[src/rtl/hilo_muldiv_ctrl_if.sv]
// EX-stage <-> HI/LO sequencer bus: operation request from EX, stall and
// register-file write port back towards HI/LO.
interface hilo_muldiv_ctrl_if #(
  parameter int WIDTH = 32
);
  // Handshake: start/op/a/b form a request that is consumed only while the
  // sequencer is idle (busy=0); there is no separate ready, busy=1 is the
  // back-pressure and any start seen while busy or writing is dropped.
  // hilo_we/done are single-cycle pulses; write data holds between pulses.
  logic             start;
  logic [2:0]       op;
  logic [WIDTH-1:0] a;
  logic [WIDTH-1:0] b;
  logic             flush;
  logic             busy;
  logic [1:0]       hilo_we;
  logic [WIDTH-1:0] hi_wdata;
  logic [WIDTH-1:0] lo_wdata;
  logic             done;

  modport master (
    output start, op, a, b, flush,
    input  busy, hilo_we, hi_wdata, lo_wdata, done
  );

  modport slave (
    input  start, op, a, b, flush,
    output busy, hilo_we, hi_wdata, lo_wdata, done
  );
endinterface

[src/rtl/hilo_muldiv_ctrl.sv]
// Iterative radix-2 multiply / restoring divide sequencer; sole writer of
// the HI/LO pair, with MTHI/MTLO pass-through and flush abort.
module hilo_muldiv_ctrl #(
  parameter int WIDTH = 32
) (
  input  logic              clk,
  input  logic              rst,
  hilo_muldiv_ctrl_if.slave bus,
  output logic [1:0]        dbg_state
);
  localparam int CW = (WIDTH > 1) ? $clog2(WIDTH) : 1;

  localparam logic [2:0] OP_MULT  = 3'b001;
  localparam logic [2:0] OP_MULTU = 3'b010;
  localparam logic [2:0] OP_DIV   = 3'b011;
  localparam logic [2:0] OP_DIVU  = 3'b100;
  localparam logic [2:0] OP_MTHI  = 3'b101;
  localparam logic [2:0] OP_MTLO  = 3'b110;

  typedef enum logic [1:0] {
    IDLE  = 2'd0,
    CALC  = 2'd1,
    FIX   = 2'd2,
    WRITE = 2'd3
  } state_t;

  state_t state, state_n;

  logic [2*WIDTH-1:0] acc, acc_n;
  logic [WIDTH-1:0]   opnd, opnd_n;
  logic [CW-1:0]      cnt, cnt_n;
  logic               neg_q, neg_q_n;
  logic               neg_r, neg_r_n;
  logic               is_div, is_div_n;

  logic               busy_q, busy_n;
  logic [1:0]         we_q, we_n;
  logic               done_q, done_n;
  logic [WIDTH-1:0]   hi_q, hi_n;
  logic [WIDTH-1:0]   lo_q, lo_n;

  logic               op_signed, op_div, op_arith;
  logic [WIDTH-1:0]   abs_a, abs_b;
  logic [WIDTH-1:0]   addend;
  logic [WIDTH:0]     mul_sum, rem_sh, diff;
  logic [2*WIDTH-1:0] mul_step, div_step;
  logic [WIDTH-1:0]   fix_hi, fix_lo;

  // Datapath: operand decode, one iteration step and the sign fix-up.
  always_comb begin
    op_signed = (bus.op == OP_MULT) || (bus.op == OP_DIV);
    op_div    = (bus.op == OP_DIV)  || (bus.op == OP_DIVU);
    op_arith  = op_signed || (bus.op == OP_MULTU) || (bus.op == OP_DIVU);
    abs_a     = (op_signed && bus.a[WIDTH-1]) ? -bus.a : bus.a;
    abs_b     = (op_signed && bus.b[WIDTH-1]) ? -bus.b : bus.b;

    // Multiply: acc = {partial product, remaining multiplier bits}.
    addend   = acc[0] ? opnd : {WIDTH{1'b0}};
    mul_sum  = {1'b0, acc[2*WIDTH-1:WIDTH]} + {1'b0, addend};
    mul_step = {mul_sum, acc[WIDTH-1:1]};

    // Divide: acc = {partial remainder, dividend shifting into quotient}.
    rem_sh   = acc[2*WIDTH-1:WIDTH-1];
    diff     = rem_sh - {1'b0, opnd};
    div_step = diff[WIDTH] ? {rem_sh[WIDTH-1:0], acc[WIDTH-2:0], 1'b0}
                           : {diff[WIDTH-1:0],   acc[WIDTH-2:0], 1'b1};

    if (is_div) begin
      fix_hi = neg_r ? -acc[2*WIDTH-1:WIDTH] : acc[2*WIDTH-1:WIDTH];
      fix_lo = neg_q ? -acc[WIDTH-1:0]       : acc[WIDTH-1:0];
    end else begin
      {fix_hi, fix_lo} = neg_q ? -acc : acc;
    end
  end

  always_comb begin
    state_n  = state;
    acc_n    = acc;
    opnd_n   = opnd;
    cnt_n    = cnt;
    neg_q_n  = neg_q;
    neg_r_n  = neg_r;
    is_div_n = is_div;
    busy_n   = 1'b0;
    we_n     = 2'b00;
    done_n   = 1'b0;
    hi_n     = hi_q;
    lo_n     = lo_q;

    case (state)
      IDLE: begin
        if (bus.start && !bus.flush) begin
          if (op_arith) begin
            cnt_n    = '0;
            is_div_n = op_div;
            busy_n   = 1'b1;
            if (op_div && (bus.b == '0)) begin
              // Divide by zero: raw dividend to HI, all-ones to LO, no fix-up.
              acc_n   = {bus.a, {WIDTH{1'b1}}};
              opnd_n  = '0;
              neg_q_n = 1'b0;
              neg_r_n = 1'b0;
              state_n = FIX;
            end else if (op_div) begin
              acc_n   = {{WIDTH{1'b0}}, abs_a};
              opnd_n  = abs_b;
              neg_q_n = op_signed && (bus.a[WIDTH-1] ^ bus.b[WIDTH-1]);
              neg_r_n = op_signed && bus.a[WIDTH-1];
              state_n = CALC;
            end else begin
              acc_n   = {{WIDTH{1'b0}}, abs_b};
              opnd_n  = abs_a;
              neg_q_n = op_signed && (bus.a[WIDTH-1] ^ bus.b[WIDTH-1]);
              neg_r_n = 1'b0;
              state_n = CALC;
            end
          end else if (bus.op == OP_MTHI) begin
            we_n   = 2'b10;
            hi_n   = bus.a;
            done_n = 1'b1;
          end else if (bus.op == OP_MTLO) begin
            we_n   = 2'b01;
            lo_n   = bus.a;
            done_n = 1'b1;
          end
        end
      end

      CALC: begin
        if (bus.flush) begin
          state_n = IDLE;
        end else begin
          busy_n = 1'b1;
          acc_n  = is_div ? div_step : mul_step;
          cnt_n  = cnt + 1'b1;
          if (cnt == CW'(WIDTH - 1)) state_n = FIX;
        end
      end

      FIX: begin
        if (bus.flush) begin
          state_n = IDLE;
        end else begin
          acc_n   = {fix_hi, fix_lo};
          hi_n    = fix_hi;
          lo_n    = fix_lo;
          we_n    = 2'b11;
          done_n  = 1'b1;
          state_n = WRITE;
        end
      end

      WRITE: state_n = IDLE;

      default: state_n = IDLE;
    endcase
  end

  always_ff @(posedge clk or negedge rst) begin
    if (!rst) state <= IDLE;
    else      state <= state_n;
  end

  always_ff @(posedge clk or negedge rst) begin
    if (!rst) begin
      acc    <= '0;
      opnd   <= '0;
      cnt    <= '0;
      neg_q  <= 1'b0;
      neg_r  <= 1'b0;
      is_div <= 1'b0;
      busy_q <= 1'b0;
      we_q   <= 2'b00;
      done_q <= 1'b0;
      hi_q   <= '0;
      lo_q   <= '0;
    end else begin
      acc    <= acc_n;
      opnd   <= opnd_n;
      cnt    <= cnt_n;
      neg_q  <= neg_q_n;
      neg_r  <= neg_r_n;
      is_div <= is_div_n;
      busy_q <= busy_n;
      we_q   <= we_n;
      done_q <= done_n;
      hi_q   <= hi_n;
      lo_q   <= lo_n;
    end
  end

  assign bus.busy     = busy_q;
  assign bus.hilo_we  = we_q;
  assign bus.done     = done_q;
  assign bus.hi_wdata = hi_q;
  assign bus.lo_wdata = lo_q;
  assign dbg_state    = state;

endmodule

[src/flat_wrapper.sv]
// flat-port wrapper written by rule: the top's interface ports become plain ports
module hilo_muldiv_ctrl_flat 
#(
  parameter int WIDTH = 32
)
  (clk, rst, dbg_state, bus_start, bus_op, bus_a, bus_b, bus_flush, bus_busy, bus_hilo_we, bus_hi_wdata, bus_lo_wdata, bus_done);
  hilo_muldiv_ctrl_if #(.WIDTH(WIDTH)) bus_i ();
  input  logic clk;
  input  logic rst;
  output logic [1:0] dbg_state;
  input wire logic [$bits(bus_i.start)-1:0] bus_start;
  input wire logic [$bits(bus_i.op)-1:0] bus_op;
  input wire logic [$bits(bus_i.a)-1:0] bus_a;
  input wire logic [$bits(bus_i.b)-1:0] bus_b;
  input wire logic [$bits(bus_i.flush)-1:0] bus_flush;
  output wire logic [$bits(bus_i.busy)-1:0] bus_busy;
  output wire logic [$bits(bus_i.hilo_we)-1:0] bus_hilo_we;
  output wire logic [$bits(bus_i.hi_wdata)-1:0] bus_hi_wdata;
  output wire logic [$bits(bus_i.lo_wdata)-1:0] bus_lo_wdata;
  output wire logic [$bits(bus_i.done)-1:0] bus_done;
  assign bus_i.start = bus_start;
  assign bus_i.op = bus_op;
  assign bus_i.a = bus_a;
  assign bus_i.b = bus_b;
  assign bus_i.flush = bus_flush;
  assign bus_busy = bus_i.busy;
  assign bus_hilo_we = bus_i.hilo_we;
  assign bus_hi_wdata = bus_i.hi_wdata;
  assign bus_lo_wdata = bus_i.lo_wdata;
  assign bus_done = bus_i.done;
  hilo_muldiv_ctrl #(.WIDTH(WIDTH)) u_core (.clk(clk), .rst(rst), .bus(bus_i), .dbg_state(dbg_state));
endmodule
[config.mk]
export PLATFORM = sky130hd
export DESIGN_NAME = hilo_muldiv_ctrl_flat
export DESIGN_NICKNAME = d
export VERILOG_FILES = /design/src/rtl/hilo_muldiv_ctrl_if.sv /design/src/rtl/hilo_muldiv_ctrl.sv /design/src/flat_wrapper.sv
export SDC_FILE = /design/constraint.sdc
export NUM_CORES = 1
export LEC_CHECK = 0
export CAP_MARGIN = 40
export CORE_MARGIN = 3
export CORE_UTILIZATION = 23
export DETAILED_ROUTE_END_ITERATION = 8
export PLACE_DENSITY_LB_ADDON = 0.15
export SLEW_MARGIN = 15
export SYNTH_ARGS = -nofsm -noshare
export SYNTH_HDL_FRONTEND = slang
export SYNTH_SLANG_ARGS = --single-unit
[constraint.sdc]
create_clock -name clk -period 4.6 [get_ports clk]
set_input_delay 0.92 -clock clk [delete_from_list [all_inputs] [get_ports clk]]
set_output_delay 0.92 -clock clk [all_outputs]
set_load 0.05 [all_outputs]
# After elaboration in Yosys (flattened, before gate mapping)

Index checks and enable logic that the tools add are counted.

Bits of input ports: 71
Output and inout port bits: 70
Bits in registers: 174

Bitwise gates (word level): 1
Muxes and demuxes: 58
Reductions and logical operators: 21
$add $sub $neg: 8
Equal/unequal tests: 19

Operators with widths:

| operator            | number |
|---|---|
| $mux 32             | 19 |
| $mux 64             | 8 |
| $pmux 64 s3         | 1 |
| $neg 32->32         | 4 |
| $pmux 32 s2         | 2 |
| $neg 64->64         | 1 |
| $add 32x32->33      | 1 |
| $sub 33x32->33      | 1 |
| $logic_not 32->1    | 1 |
| $mux 2              | 9 |
| $mux 5              | 3 |
| $mux 1              | 11 |
| $pmux 5 s2          | 1 |
| $reduce_and 5->1    | 2 |
| $eq 3x3->1 const B  | 3 |
| $ne 2x1->1 const B  | 4 |
| $ne 2x2->1 const B  | 4 |
| $pmux 2 s4          | 1 |
| $eq 3x2->1 const B  | 2 |
| $reduce_and 3->1    | 2 |
| $reduce_and 6->1    | 1 |
| $add 5x1->5 const B | 1 |
| $eq 5x5->1 const B  | 1 |
| $logic_and 1x1->1   | 5 |
| 13 further kinds    | 19 |

# Longest topological paths before layout

Depth in word-level cells: 9
Gate-level depth with buffers: 15

# Worst setup path before layout

Ideal clock, no wire load.

Path type: reg-to-reg
From: reg u_core.acc[0]
To: reg u_core.acc[60]
Clock period less this slack: 3.758 ns
Stages on the path, launching flop included: 15
Path slack: 0.842 ns
Arrival: 3.636 ns
Required time: 4.477 ns
Buffers on the path: 2
Path through: dfrtp_1 -> clkbuf_1 -> inv_1 -> clkbuf_1 -> nor2_1 -> ha_1 -> o211ai_1 -> o21a_1 -> a211o_1 -> a2111oi_0 -> o21ai_0 -> nand2_1 -> a31oi_1 -> or4_1 -> o221a_2

Cells in the longest elaborated chain, start to end: 5
Elaborated cells between the ends (all ways): 9

RTL lines:

| what                                      | RTL line                                         | text |
|---|---|---|
| from (decl)                               | hilo_muldiv_ctrl.sv:29                           | `logic [2*WIDTH-1:0] acc, acc_n;` |
| from (signal assigned)                    | hilo_muldiv_ctrl.sv:178                          | `acc <= acc_n;` |
| $neg 64->64 or $mux 32 (tied branches)    | hilo_muldiv_ctrl.sv:72, hilo_muldiv_ctrl.sv:58   |  |
| $mux 64 or $add 32x32->33 (tied branches) | hilo_muldiv_ctrl.sv:72, hilo_muldiv_ctrl.sv:59   |  |
| $mux 32 or $mux 64 (tied branches)        | hilo_muldiv_ctrl.sv:68, hilo_muldiv_ctrl.sv:134  |  |
| $mux 64, on equally long branches         | hilo_muldiv_ctrl.sv:141, hilo_muldiv_ctrl.sv:130 |  |
| $pmux 64 s3 (*)                           | hilo_muldiv_ctrl.sv:90                           | `case (state)` |

Every way passes the cells marked *; elsewhere a longest branch is shown, timed or not. The select of a mux whose other input is x is not followed.
A chain may end at the register's enable or synchronous reset.

# Worst setup path in the final report

From: reg u_core.acc[31]
To: reg u_core.acc[34]

Cells in the longest elaborated chain, start to end: 5
Elaborated cells between the ends (all ways): 9

RTL lines:

| what                                          | RTL line |
|---|---|
| $neg 64->64 or $sub 33x32->33 (tied branches) | hilo_muldiv_ctrl.sv:72, hilo_muldiv_ctrl.sv:64 |
| $mux 64, on equally long branches             | hilo_muldiv_ctrl.sv:72, hilo_muldiv_ctrl.sv:65 |
| $mux 32 or $mux 64 (tied branches)            | hilo_muldiv_ctrl.sv:68, hilo_muldiv_ctrl.sv:134 |
| $mux 64, on equally long branches             | hilo_muldiv_ctrl.sv:141, hilo_muldiv_ctrl.sv:130 |
| $pmux 64 s3 (*)                               | hilo_muldiv_ctrl.sv:90 |

Marks and branches as above.

==> flow_metrics.py <==
metrics = {
    "drt": {
        "drc_errors": 0,
        "firstDrtPassIters": 6,
        "ant_nets": 0,
        "vias_per_cell": 5.391,
        "first_iter_violations": 1699,
        "routed_wirelength_mm": 81.85,
        "wl_per_cell_um": 24.58,
        "vias": 17950,
    },
    "timing": {
        "skew_ps": 13.44,
        "rsz0062_at_grt": "no",
        "min_period_over_period_pct": 90.15,
        "finalHoldViolCount": 0,
        "whs_ps": 445.0,
        "worst_pin_slew_ps": 895.1,
        "setup-violations-final": 0,
        "slew_headroom_pct": 39.79,
        "fmax_ghz": 0.2411,
        "fin_crit_ps": 4147,
        "worst_slack_ps": 453.0,
        "slew_violations": 0,
        "tns_ps": 0,
    },
    "synthesis": {
        "synth-edff-count": 0,
        "seq_area_frac_synth_pct": 26.36,
        "synth_top_area_cell": "dfrtp_1",
        "ys.flop_type": "dfrtp_1",
        "synth_top_area_share_pct": 26.36,
        "synthTopCellsByArea": "dfrtp_1, nand2_1, a21oi_1",
        "postSynthCellCount": 2218,
        "synthesis.area_um2": 16520,
        "synth_warnings": 0,
        "async_flop_share_pct": 100.0,
        "avgSynthCellArea_um2": 7.446,
        "syn_nets": 2365,
        "synth_cell_types": 79,
        "ys_ff_latch": 174,
    },
    "cells_and_area": {
        "final_nets": 2525,
        "area_delta_synth_final_pct": 23.61,
        "n_fill_cell": 7692,
        "diodes": 0,
        "finalInstanceArea_um2": 20410,
        "drive_gt1_share_pct": 9.582,
        "final_core_util_pct": 28.90,
        "fin_cells": 3330,
    },
    "floorplanning": {
        "die_x_um": 274.0,
        "die_height_um": 274.0,
        "core_um2": 70640,
        "start_util_pct": 23.38,
        "std_cell_rows": 97,
        "boundaryPins": 141,
        "die_area_um2": 75060,
    },
    "place": {
        "placed_cells": 3299,
        "routabilityCongestion": 0.9540,
        "io_buffers": 140,
        "dp_hpwl_mm": 65.04,
        "dpl_cell_area_um2": 19810,
        "place_ws_ps": 303.9,
    },
    "setup_path": {
        "crit_path_start_kind": "register",
        "critPathRequiredTime_ps": 4960,
        "worstPathArrival_ps": 4500,
        "critical_path_class": "register to register",
        "crit_path_end_kind": "register",
        "r2r_setup_slack_ps": 450,
        "crit_fanout": 6,
    },
    "clock_tree": {
        "post_cts_resized": 0,
        "postCtsSetupRepairBufs": 0,
        "clk_latency_ps": 500,
        "clockBufferDepth": 2,
        "root_buffer": "clkbuf_16",
        "clock-sinks": 174,
        "path_clk_slew_ps": 80,
        "cts_made_buffers": 17,
        "cts_tree": "done",
        "cts_hold_buf": 0,
        "htreeDepth": 4,
    },
    "power_and_ir_drop": {
        "power_mw": 17.20,
        "peakVddDrop_mv": 0.4245,
        "p_per_area_nw_per_um2": 842.7,
        "p_leak_nw": 8.478,
    },
    "global_routing": {
        "antenna_found_initial": 1,
        "grt_pass1_vias": 17300,
        "grt_pass1_wl_mm": 119.4,
        "grtUsageTotal_pct": 21.55,
        "grt_max_degree": 76,
        "gr-total-overflow": 0,
    },
    "min_path": {
        "holdCritPathClass": "primary input to asynchronous set/reset pin",
    },
    "status": {
        "status": "finished clean",
    },
    "flow_run": {
        "max_cap_viol_count": 0,
    },
}
==> power breakdown <==
group	total, mW	switching [mW]	internal, mW
clock network	1.62	0.747	0.869
logic	12.5	8.01	4.50
registers	3.08	0.820	2.26
==> registers in the layout (all words and copies together), names as in the netlist, 2 cells and up <==
signal	cells
u_core.cnt	5
u_core.dbg_state	2
u_core.opnd	32
u_core.bus.hilo_we	2
u_core.bus.lo_wdata	32
u_core.acc	64
u_core.bus.hi_wdata	32
==> worst max-delay path: stages, from the launching register on <==
cell and delay, ps:
dfrtp_1 380, inv_1 130, ha_1 240, fa_1 230
nor2b_1 90, o31ai_1 430, a21oi_1 250, a21oi_1 480
o21bai_1 150, buf_4 180, a211oi_2 210, buf_4 220
nor2_1 50, buf_4 170, buf_4 160, o311ai_0 450
a21boi_0 170
==> metal layers <==
layer | track usage (%) | wire [um]
met1 | 29.92 | 37250
met2 | 33.33 | 36390
met3 | 4.121 | 5736
met4 | 7.293 | 2459
met5 | 0 | 13
==> final cells by class <==
class | instances | area [um2] | area share (%)
Timing Repair Buffer | 290 | 2626 | 12.86
Multi-Input combinational cell | 1822 | 11380 | 55.74
Inverter | 73 | 274.0 | 1.342
Clock inverter | 12 | 160.2 | 0.7845
Clock buffer | 19 | 442.9 | 2.170
Sequential cell | 174 | 4355 | 21.33
Tap cell | 940 | 1176 | 5.761
==> worst paths after layout <==
check / from / endpoint / cells past startpoint
worst max-delay path: u_core.acc[31] / u_core.acc[34] / 16
worst min-delay path: rst / u_core.bus.lo_wdata[3] / 1
worst max register to register: u_core.acc[31] / u_core.acc[34] / 16
worst min register to register: u_core.bus.lo_wdata[2] / u_core.bus.lo_wdata[2] / 1
max in group asynchronous: rst / u_core.opnd[14] / 2
min in group clk: u_core.bus.lo_wdata[2] / u_core.bus.lo_wdata[2] / 1
==> Yosys cell counts (all sizes together), types with 11 or more instances <==
library cell,n
a211oi,21
a21boi,16
a21o,50
a21oi,210
a221oi,11
a22oi,12
a311oi,13
a31oi,45
and2,17
and3,24
buf,15
clkbuf,134
dfrtp,174
ha,74
inv,72
mux2,15
mux2i,48
nand2,291
nand2b,23
nand3,47
nand4,12
nor2,198
nor2b,14
nor3,45
nor4,25
o211ai,40
o21a,14
o21ai,203
o31ai,37
or3,25
or4,15
xnor2,89
xor2,70
==> kinds of logic (layout without fill, tap and decap cells) <==
group	after synthesis	after routing	share of synthesized area (%)
fa+ha+maj	76	76	5.849
xor+xnor	159	159	8.432
simple gates	764	764	21.39
compound gates	760	760	28.89
flops	174	174	26.36
buf+inv	222	394	5.144
mux	63	63	3.932
==> layout by cell type (no fill, tap or decap), types with 37 or more instances in the layout <==
cell type,count
a21o_1,50
a21oi_1,209
a31oi_1,45
buf_4,142
clkdlybuf4s50_1,139
dfrtp_1,173
ha_1,72
inv_1,71
mux2i_1,48
nand2_1,290
nand3_1,47
nor2_1,198
nor3_1,45
o211ai_1,40
o21ai_0,199
o31ai_1,37
xnor2_1,89
xor2_1,70
Power figures use the tool's default switching activity.
